**config.mk**
```make
export PLATFORM = sky130hd
export DESIGN_NAME = bsg_nonce_dispatcher
export DESIGN_NICKNAME = d
export VERILOG_FILES = /design/src/rtl/bsg_nonce_dispatcher.sv
export SDC_FILE = /design/constraint.sdc
export NUM_CORES = 1
export LEC_CHECK = 0
export ABC_AREA = 1
export CORE_MARGIN = 4
export CORE_UTILIZATION = 53
export CTS_CLUSTER_SIZE = 10
export DETAILED_ROUTE_END_ITERATION = 10
export PLACE_DENSITY = 0.88
export SYNTH_ARGS = -nofsm -noshare
export SYNTH_HDL_FRONTEND = slang
export SYNTH_SLANG_ARGS = --single-unit
export TNS_END_PERCENT = 30
```
**constraint.sdc**
```tcl
create_clock -name clk_i -period 5.7 [get_ports clk_i]
set_clock_uncertainty 0.1 [all_clocks]
set_input_delay 0.57 -clock clk_i [delete_from_list [all_inputs] [get_ports clk_i]]
set_output_delay 0.57 -clock clk_i [all_outputs]
set_load 0.1 [all_outputs]
```
**src/rtl/bsg_nonce_dispatcher.sv**
```systemverilog
// bsg_nonce_dispatcher: splits a nonce range into chunks, deals them round-robin to cores, reports first hit
module bsg_nonce_dispatcher #(
  parameter int          num_cores_p  = 4,
  parameter logic [31:0] chunk_size_p = 32'h0001_0000
) (
  input  logic                     clk_i,
  input  logic                     reset_n_i,
  input  logic                     job_v_i,
  output logic                     job_ready_o,
  input  logic [31:0]              job_start_i,
  input  logic [31:0]              job_end_i,
  input  logic [num_cores_p-1:0]   core_req_i,
  output logic [num_cores_p-1:0]   core_grant_o,
  output logic [31:0]              core_start_o,
  output logic [31:0]              core_limit_o,
  input  logic [num_cores_p-1:0]   core_found_i,
  input  logic [32*num_cores_p-1:0] core_found_nonce_i,
  output logic                     core_abort_o,
  output logic                     result_v_o,
  input  logic                     result_ready_i,
  output logic                     result_found_o,
  output logic [31:0]              result_nonce_o,
  output logic                     busy_o
);
  localparam int iw = num_cores_p > 1 ? $clog2(num_cores_p) : 1;
  typedef enum logic [1:0] {IDLE, DISPATCH, DRAIN, REPORT} state_e;
  state_e state, state_n;
  logic [31:0] next_r, next_n, end_r, end_n, start_r, limit_r, nonce_r, nonce_n, hit_nonce, limit;
  logic [iw-1:0] rr, rr_n, gidx;
  logic [iw:0] sum_idx;
  logic [num_cores_p-1:0] outstanding, out_n, grant, hits;
  logic [2*num_cores_p-1:0] rot;
  logic [32:0] sum;
  logic found_r, found_n, abort_r, found_ev, req_hit;

  // round-robin pick, lowest-index hit winner, and chunk end clipped at 33 bits so it never wraps
  always_comb begin
    rot = {core_req_i, core_req_i} >> rr;
    req_hit = 1'b0;
    sum_idx = '0;
    for (int k = num_cores_p - 1; k >= 0; k--) if (rot[k]) begin
      req_hit = 1'b1;
      sum_idx = {1'b0, rr} + (iw+1)'(k);
    end
    gidx = sum_idx >= (iw+1)'(num_cores_p) ? iw'(sum_idx - (iw+1)'(num_cores_p)) : sum_idx[iw-1:0];
    hits = core_found_i & outstanding;
    hit_nonce = '0;
    for (int k = num_cores_p - 1; k >= 0; k--) if (hits[k]) hit_nonce = core_found_nonce_i[32*k +: 32];
    found_ev = (state == DISPATCH || state == DRAIN) && |hits;
    sum = {1'b0, next_r} + {1'b0, chunk_size_p};
    limit = sum > {1'b0, end_r} ? end_r : sum[31:0];
  end

  // next state, grant and datapath updates; a hit always wins over a grant
  always_comb begin
    state_n = state;
    next_n = next_r;
    end_n = end_r;
    rr_n = rr;
    found_n = found_r;
    nonce_n = nonce_r;
    grant = '0;
    case (state)
      IDLE: if (job_v_i) begin
        next_n = job_start_i;
        end_n = job_end_i;
        found_n = 1'b0;
        nonce_n = '0;
        state_n = job_start_i >= job_end_i ? REPORT : DISPATCH;
      end
      DISPATCH, DRAIN: if (found_ev) begin
        found_n = 1'b1;
        nonce_n = hit_nonce;
        state_n = REPORT;
      end else if (state == DISPATCH && req_hit) begin
        grant = num_cores_p'(1) << gidx;
        next_n = limit;
        rr_n = gidx == iw'(num_cores_p - 1) ? '0 : gidx + 1'b1;
        state_n = limit == end_r ? DRAIN : DISPATCH;
      end else if (state == DRAIN && outstanding == '0) begin
        state_n = REPORT;
      end
      default: if (result_ready_i) state_n = IDLE;
    endcase
    out_n = found_ev ? '0 : (outstanding & ~(core_req_i & ~grant)) | grant;
  end

  // state register
  always_ff @(posedge clk_i or negedge reset_n_i)
    if (!reset_n_i) state <= IDLE;
    else state <= state_n;

  // job, chunk, ownership and result registers
  always_ff @(posedge clk_i or negedge reset_n_i)
    if (!reset_n_i) begin
      next_r <= '0;
      end_r <= '0;
      rr <= '0;
      outstanding <= '0;
      start_r <= '0;
      limit_r <= '0;
      found_r <= 1'b0;
      nonce_r <= '0;
      abort_r <= 1'b0;
    end else begin
      next_r <= next_n;
      end_r <= end_n;
      rr <= rr_n;
      outstanding <= out_n;
      start_r <= core_start_o;
      limit_r <= core_limit_o;
      found_r <= found_n;
      nonce_r <= nonce_n;
      abort_r <= found_ev;
    end

  assign job_ready_o = state == IDLE;
  assign busy_o = state != IDLE;
  assign result_v_o = state == REPORT;
  assign core_grant_o = grant;
  assign core_start_o = |grant ? next_r : start_r;
  assign core_limit_o = |grant ? limit : limit_r;
  assign core_abort_o = abort_r;
  assign result_found_o = found_r;
  assign result_nonce_o = nonce_r;
endmodule
```
Word level (Yosys, flattened, before mapping)
Cells that the tools add are included.
{"block": "word_totals", "reg_bits": 170, "latch_bits": 0, "ramBits": 0, "romBits": 0, "inputBits": 204, "out_inout_bits": 105, "wordCells": 94, "memories": 0}
{"block": "op_classes", "addsub": 6, "n_mul": 0, "n_div": 0, "magnitude_cmp": 3, "eq_ne": 10, "n_shift": 2, "muxes": 39, "bitwise_logic": 7, "n_reduce_logical": 17}
{"operator": "two-way mux 32 bit", "count": 12}
{"operator": "one-hot mux 32 bit (2 select lines)", "count": 2}
{"operator": "adder 32 x 17 -> 33 bit, second input constant", "count": 1}
{"operator": "> comparator 33 x 32 -> 1 bit", "count": 1}
{"operator": "== test 32 bit", "count": 1}
{"operator": "greater-or-equal comparator 32 bit", "count": 1}
{"operator": "two-way mux 2 bit", "count": 9}
{"operator": "two-way mux 4 bit", "count": 4}
{"operator": "AND 4 bit", "count": 3}
{"operator": "two-way mux 3 bit", "count": 4}
{"operator": "AND reduction 3 bit", "count": 3}
{"operator": "inequality test 2 bit, second input constant", "count": 4}
{"operator": "inverter 4 bit", "count": 2}
{"operator": "OR reduction 4 bit", "count": 2}
{"operator": "right shift 8 x 2 -> 4 bit", "count": 1}
{"operator": "adder 2 x 2 -> 3 bit, second input constant", "count": 2}
{"operator": "== test 2 bit, second input constant", "count": 3}
{"operator": "two-way mux 1 bit", "count": 6}
{"operator": "logical NOT 4 bit", "count": 1}
{"operator": "inequality test 4 bit, second input constant", "count": 1}
{"operator": "OR 4 bit", "count": 1}
{"operator": "one-hot mux 2 bit (2 select lines)", "count": 1}
{"operator": "AND reduction 4 bit", "count": 1}
{"operator": "nonzero test 2 bit", "count": 2}
{"operator": "other kinds (14)", "count": 16}

Depth between registers and ports, before layout
{"block": "logic_depth", "word_depth": 17, "mapped_depth": 34, "depth_no_buf": 33}

Least setup slack after synthesis
Ideal clock, no wire load.
{"block": "synth_timing", "path_kind": "register -> output", "from": "register next_r[16]", "to": "output core_limit_o[26]", "arrival_ps": 5042, "t_required_ps": 5030, "setup_slack_ps": -12, "path_stages_with_launch": 20, "n_path_buf": 2, "path_cell_list": "dfrtp_1 ha_1 nand3_2 nor2_4 nand3_1 nor2_1 nand2_1 xor2_1 inv_1 ha_1 nand2_1 inv_1 nand3_1 nor3_1 nand3_1 nand2_4 buf_2 clkbuf_1 o21ai_0 o21ai_0"}
{"block": "synth_between", "elab_chain_cells": 4}
{"item": "start: declaration", "line_no": "28", "source": "logic [31:0] next_r, next_n, end_r, end_n, start_r, limit_r, nonce_r, nonce_n, hit_nonce, limit;"}
{"item": "start signal: assignment", "line_no": "106", "source": "next_r <= next_n;"}
{"item": "adder 32 x 17 -> 33 bit (*)", "line_no": "50", "source": "sum = {1'b0, next_r} + {1'b0, chunk_size_p};"}
{"item": "> comparator 33 x 32 -> 1 bit", "line_no": "51", "source": "limit = sum > {1'b0, end_r} ? end_r : sum[31:0];"}
{"item": "two-way mux 32 bit (*)", "line_no": "51"}
{"item": "two-way mux 32 bit (*)", "line_no": "122", "source": "assign core_limit_o = |grant ? limit : limit_r;"}
{"item": "end: declaration", "line_no": "15", "source": "output logic [31:0] core_limit_o,"}
Mark *: on every way between the ends. The rest lies on a longest branch, timed or not.

Worst setup path after layout
{"block": "layout_timing", "from": "register next_r[16]", "to": "output core_limit_o[16]"}
The elaborated chain is that of the path after synthesis.

==> results <==
- The detail route stage leaves a number of antenna-violating nets equal to 0.
- The clock tree synthesis step divided the H-tree into 4 levels.
- Pin placement for this block handled 309 I/O pins.
- Along the worst path, the maximum fanout reaches 54.
- The starting density of the core is 0.544.
- The worst setup slack after layout is 0.466 ns.
- The cell at the root of the clock tree is clkbuf_16.
- The min-delay analysis places its worst path in the category in -> async.
- The per-instance average area after synthesis is 7.66 µm².
- The total number of clock tree sinks is 170.
- The HPWL after detailed placement is 26,300 µm.
- The tool flagged a number of max-cap violations equal to 0.
- Based on the critical path, the design can be clocked at up to 0.191 GHz.
- The flow ran to the end, and the final reports show no timing, DRC or antenna violations.
- The sort of element at the end of the critical path is an output port.
- The final max-slew violation count is 0.
- The overall die area is 22,500 µm².
- Synthesis handed over a netlist of 1,397 instances.
- The transition at the pin with the smallest max-transition slack is 1.33 ns.
- The post-detailed-route via-to-cell ratio is 5.64.
- TritonCTS built the clock tree.
- 0 antenna diodes ended up in the layout.
- The placed cell count is 1,912.
- The worst pin sits at a relative slew slack of 0.112.
- The net count of the finished layout is 1,944.
- The net count of the mapped netlist is 1,674.
- The count of buffers added on input and output ports is 308.
- In the global route stage, overall resource usage came out at 0.308.
- The worst setup path is launched from a flop.
- The row count is 51.
- After the first detailed-routing iteration, the DRC count stood at 957.
- The core footprint is 19,700 µm².
- The worst hold slack is 0.118 ns.
- The die is 150 µm wide.
- The post-route core utilization is 0.771.
- The via count of the first global-routing pass is 10,800.
- The worst setup path category is reg -> out.
- The clock latency on the worst-skew pair is 0.43 ns.
- The data required time at the worst endpoint is 5.03 ns.
- The wire length of the first global-routing pass is 55,400 µm.
- The pin count of the biggest net entering global routing is 91.
- The pre-CTS worst setup slack is 0.898 ns.
- The number of endpoints with negative hold slack in the final report is 0.
- The detailed-router iteration count before antenna repair is 7.
- The cell area that synthesis handed to floorplanning was 10,700 µm².
- The number of setup violations in the final report is 0.
- The layout cell share with drive strength beyond 1 is 0.101.
- The post-synthesis sequential element count is 170.
- In the layout the commonest cells are nand2_1 (334), clkdlybuf4s50_1 (239), inv_1 (173).
- After clock tree synthesis, the clock-pin slew on the worst setup and hold paths is 0.07 ns.
- The number of buffers between clock root and the deepest sink is 2.
- The clock buffer count from CTS is 17.
- Setup repair after global routing left no endpoint under its margin.
- The most frequent standard cell in the layout excluding fill and tap cells is nand2_1.
- At the end of routability-driven placement, the weighted congestion stood at 0.933.
- The routed layout has 11,000 vias.
- Counting distinct cell types in the post-synthesis netlist gives 41.
- The share of the cycle needed by the critical path after routing is 0.918.
- The shortest period the worst path allows is 5.23 ns.
- The register area share after synthesis is 0.398.
- Post-CTS timing repair inserted 0 buffers for setup.
- The filler-free cell count of the finished design is 1,944.
- The final routed DRC violation total is 0.
- Measured along the y axis, the die boundary spans 150 µm.
- The Yosys step of the flow raised 0 warnings.
- After detailed routing, the average wire length per cell comes to 18.1 µm.
- The synthesis-to-finish area growth is 41.6%.
- The initial antenna violation count came to 0.
- Summed over all layers, the routed wires come to 35,100 µm.
- The final global-route overflow total is 0.
- STA puts the critical path data arrival time at 4.56 ns.
## per-stage QoR
step / instance area (µm²) / TNS (ns)
6_report: 15200 / 0
3_5_place_dp: 14600 / 0
2_1_floorplan: 10700 / -0.0488
4_1_cts: 15100 / 0
5_1_grt: 15200 / 0
3_3_place_gp: 14600 / 0
## metal layers
layer	vias to the layer above	GRT usage	routed length (µm)
met3	62	0.0689	2720
met2	455	0.502	17200
li1	5224	-	-
met5	-	0	0
met4	0	0.0887	850
met1	5227	0.416	14300
## what timing repair did
item / CTS / global route
hold buffers: 0 / 0
setup endpoints to repair: 0 / 21
hold endpoints to repair: 0 / 0
gates resized for setup: 0 / 2
## worst max-delay path, cell delays in order, from the launching register on
cell and delay [ns]:
dfrtp_1 0.42, ha_1 0.24, nand3_2 0.14, nor2_4 0.20, nand3_1 0.11, nor2_1 0.17, nand2_1 0.09, xor2_1 0.28
inv_1 0.10, ha_1 0.30, nand2_1 0.08, inv_1 0.10, nand3_1 0.10, nor3_1 0.31, nand3_2 0.24, nand2_8 0.25
buf_12 0.26, nand2_1 0.07, nand2_1 0.10, nand2_1 0.07, o21ai_1 0.26, buf_12 0.22
## layout make-up
class | instances | area (µm²)
multi-input cells | 979 | 5510
fillers | 1420 | 4500
clock inverters | 12 | 116
well taps | 265 | 332
repair buffers | 320 | 3830
flip-flops and latches | 170 | 4250
inverters | 179 | 673
clock buffers | 19 | 443
## registers in the layout, summed over array words and instances, names as in the netlist
name and count:
end_r 32, limit_r 32, next_r 32, result_nonce_o 32, start_r 32, outstanding 4, rr 2, state 2
core_abort_o 1, result_found_o 1
## synthesized netlist by cell type, drive strengths merged
| cell type | number | area [µm²] |
|---|---|---|
| xor2 | 9 | 78.8 |
| nand3b | 2 | 15.0 |
| clkbuf | 49 | 184 |
| nand3 | 64 | 325 |
| a221oi | 32 | 280 |
| o21ai | 201 | 1010 |
| a31oi | 2 | 12.5 |
| a32o | 31 | 310 |
| dfrtp | 170 | 4250 |
| a211oi | 4 | 30.0 |
| a21o | 2 | 15.0 |
| clkinv | 1 | 3.75 |
| o22ai | 6 | 37.5 |
| o21bai | 2 | 15.0 |
| or3 | 1 | 6.26 |
| nand2 | 343 | 1310 |
| a21oi | 40 | 200 |
| or2 | 33 | 206 |
| nand4 | 9 | 56.3 |
| xnor2 | 1 | 8.76 |
| a2111oi | 2 | 36.3 |
| nor3 | 6 | 30.0 |
| nor4 | 3 | 25.0 |
| nor2 | 82 | 320 |
| inv | 178 | 668 |
| ha | 73 | 913 |
| buf | 21 | 121 |
| o211ai | 29 | 218 |
| o221a | 1 | 11.3 |
## final timing paths
kind                                                start                        endpoint  slack [ns]  cells past startpoint
max                                next_r[16]$_DFFE_PN0P_                core_limit_o[16]        0.47                     21
min                                             reset_n_i            limit_r[8]$_DFF_PN0_        0.12                      1
max reg2reg                        next_r[16]$_DFFE_PN0P_            state[1]$_DFFE_PN0P_        1.19                     29
min reg2reg                result_nonce_o[23]$_DFFE_PN0P_  result_nonce_o[23]$_DFFE_PN0P_        0.39                      1
max in group asynchronous                       reset_n_i           start_r[25]$_DFF_PN0_        4.26                      2
min in group clk_i         result_nonce_o[23]$_DFFE_PN0P_  result_nonce_o[23]$_DFFE_PN0P_        0.39                      1
## cell families (layout without fill, tap and decap cells)
group	count (synthesis)	count (layout)	share of synthesized area
AOI/OAI and AO/OA	352	352	0.203
buffers and inverters	249	530	0.0913
xor gates and xnor gates	10	10	0.00818
and+or+nand+nor	543	544	0.215
DFF	170	170	0.398
adders and majority gates	73	73	0.0854
Power is not shown: default switching activity piles up to over one toggle a cycle in this logic, so the estimate is an artifact.
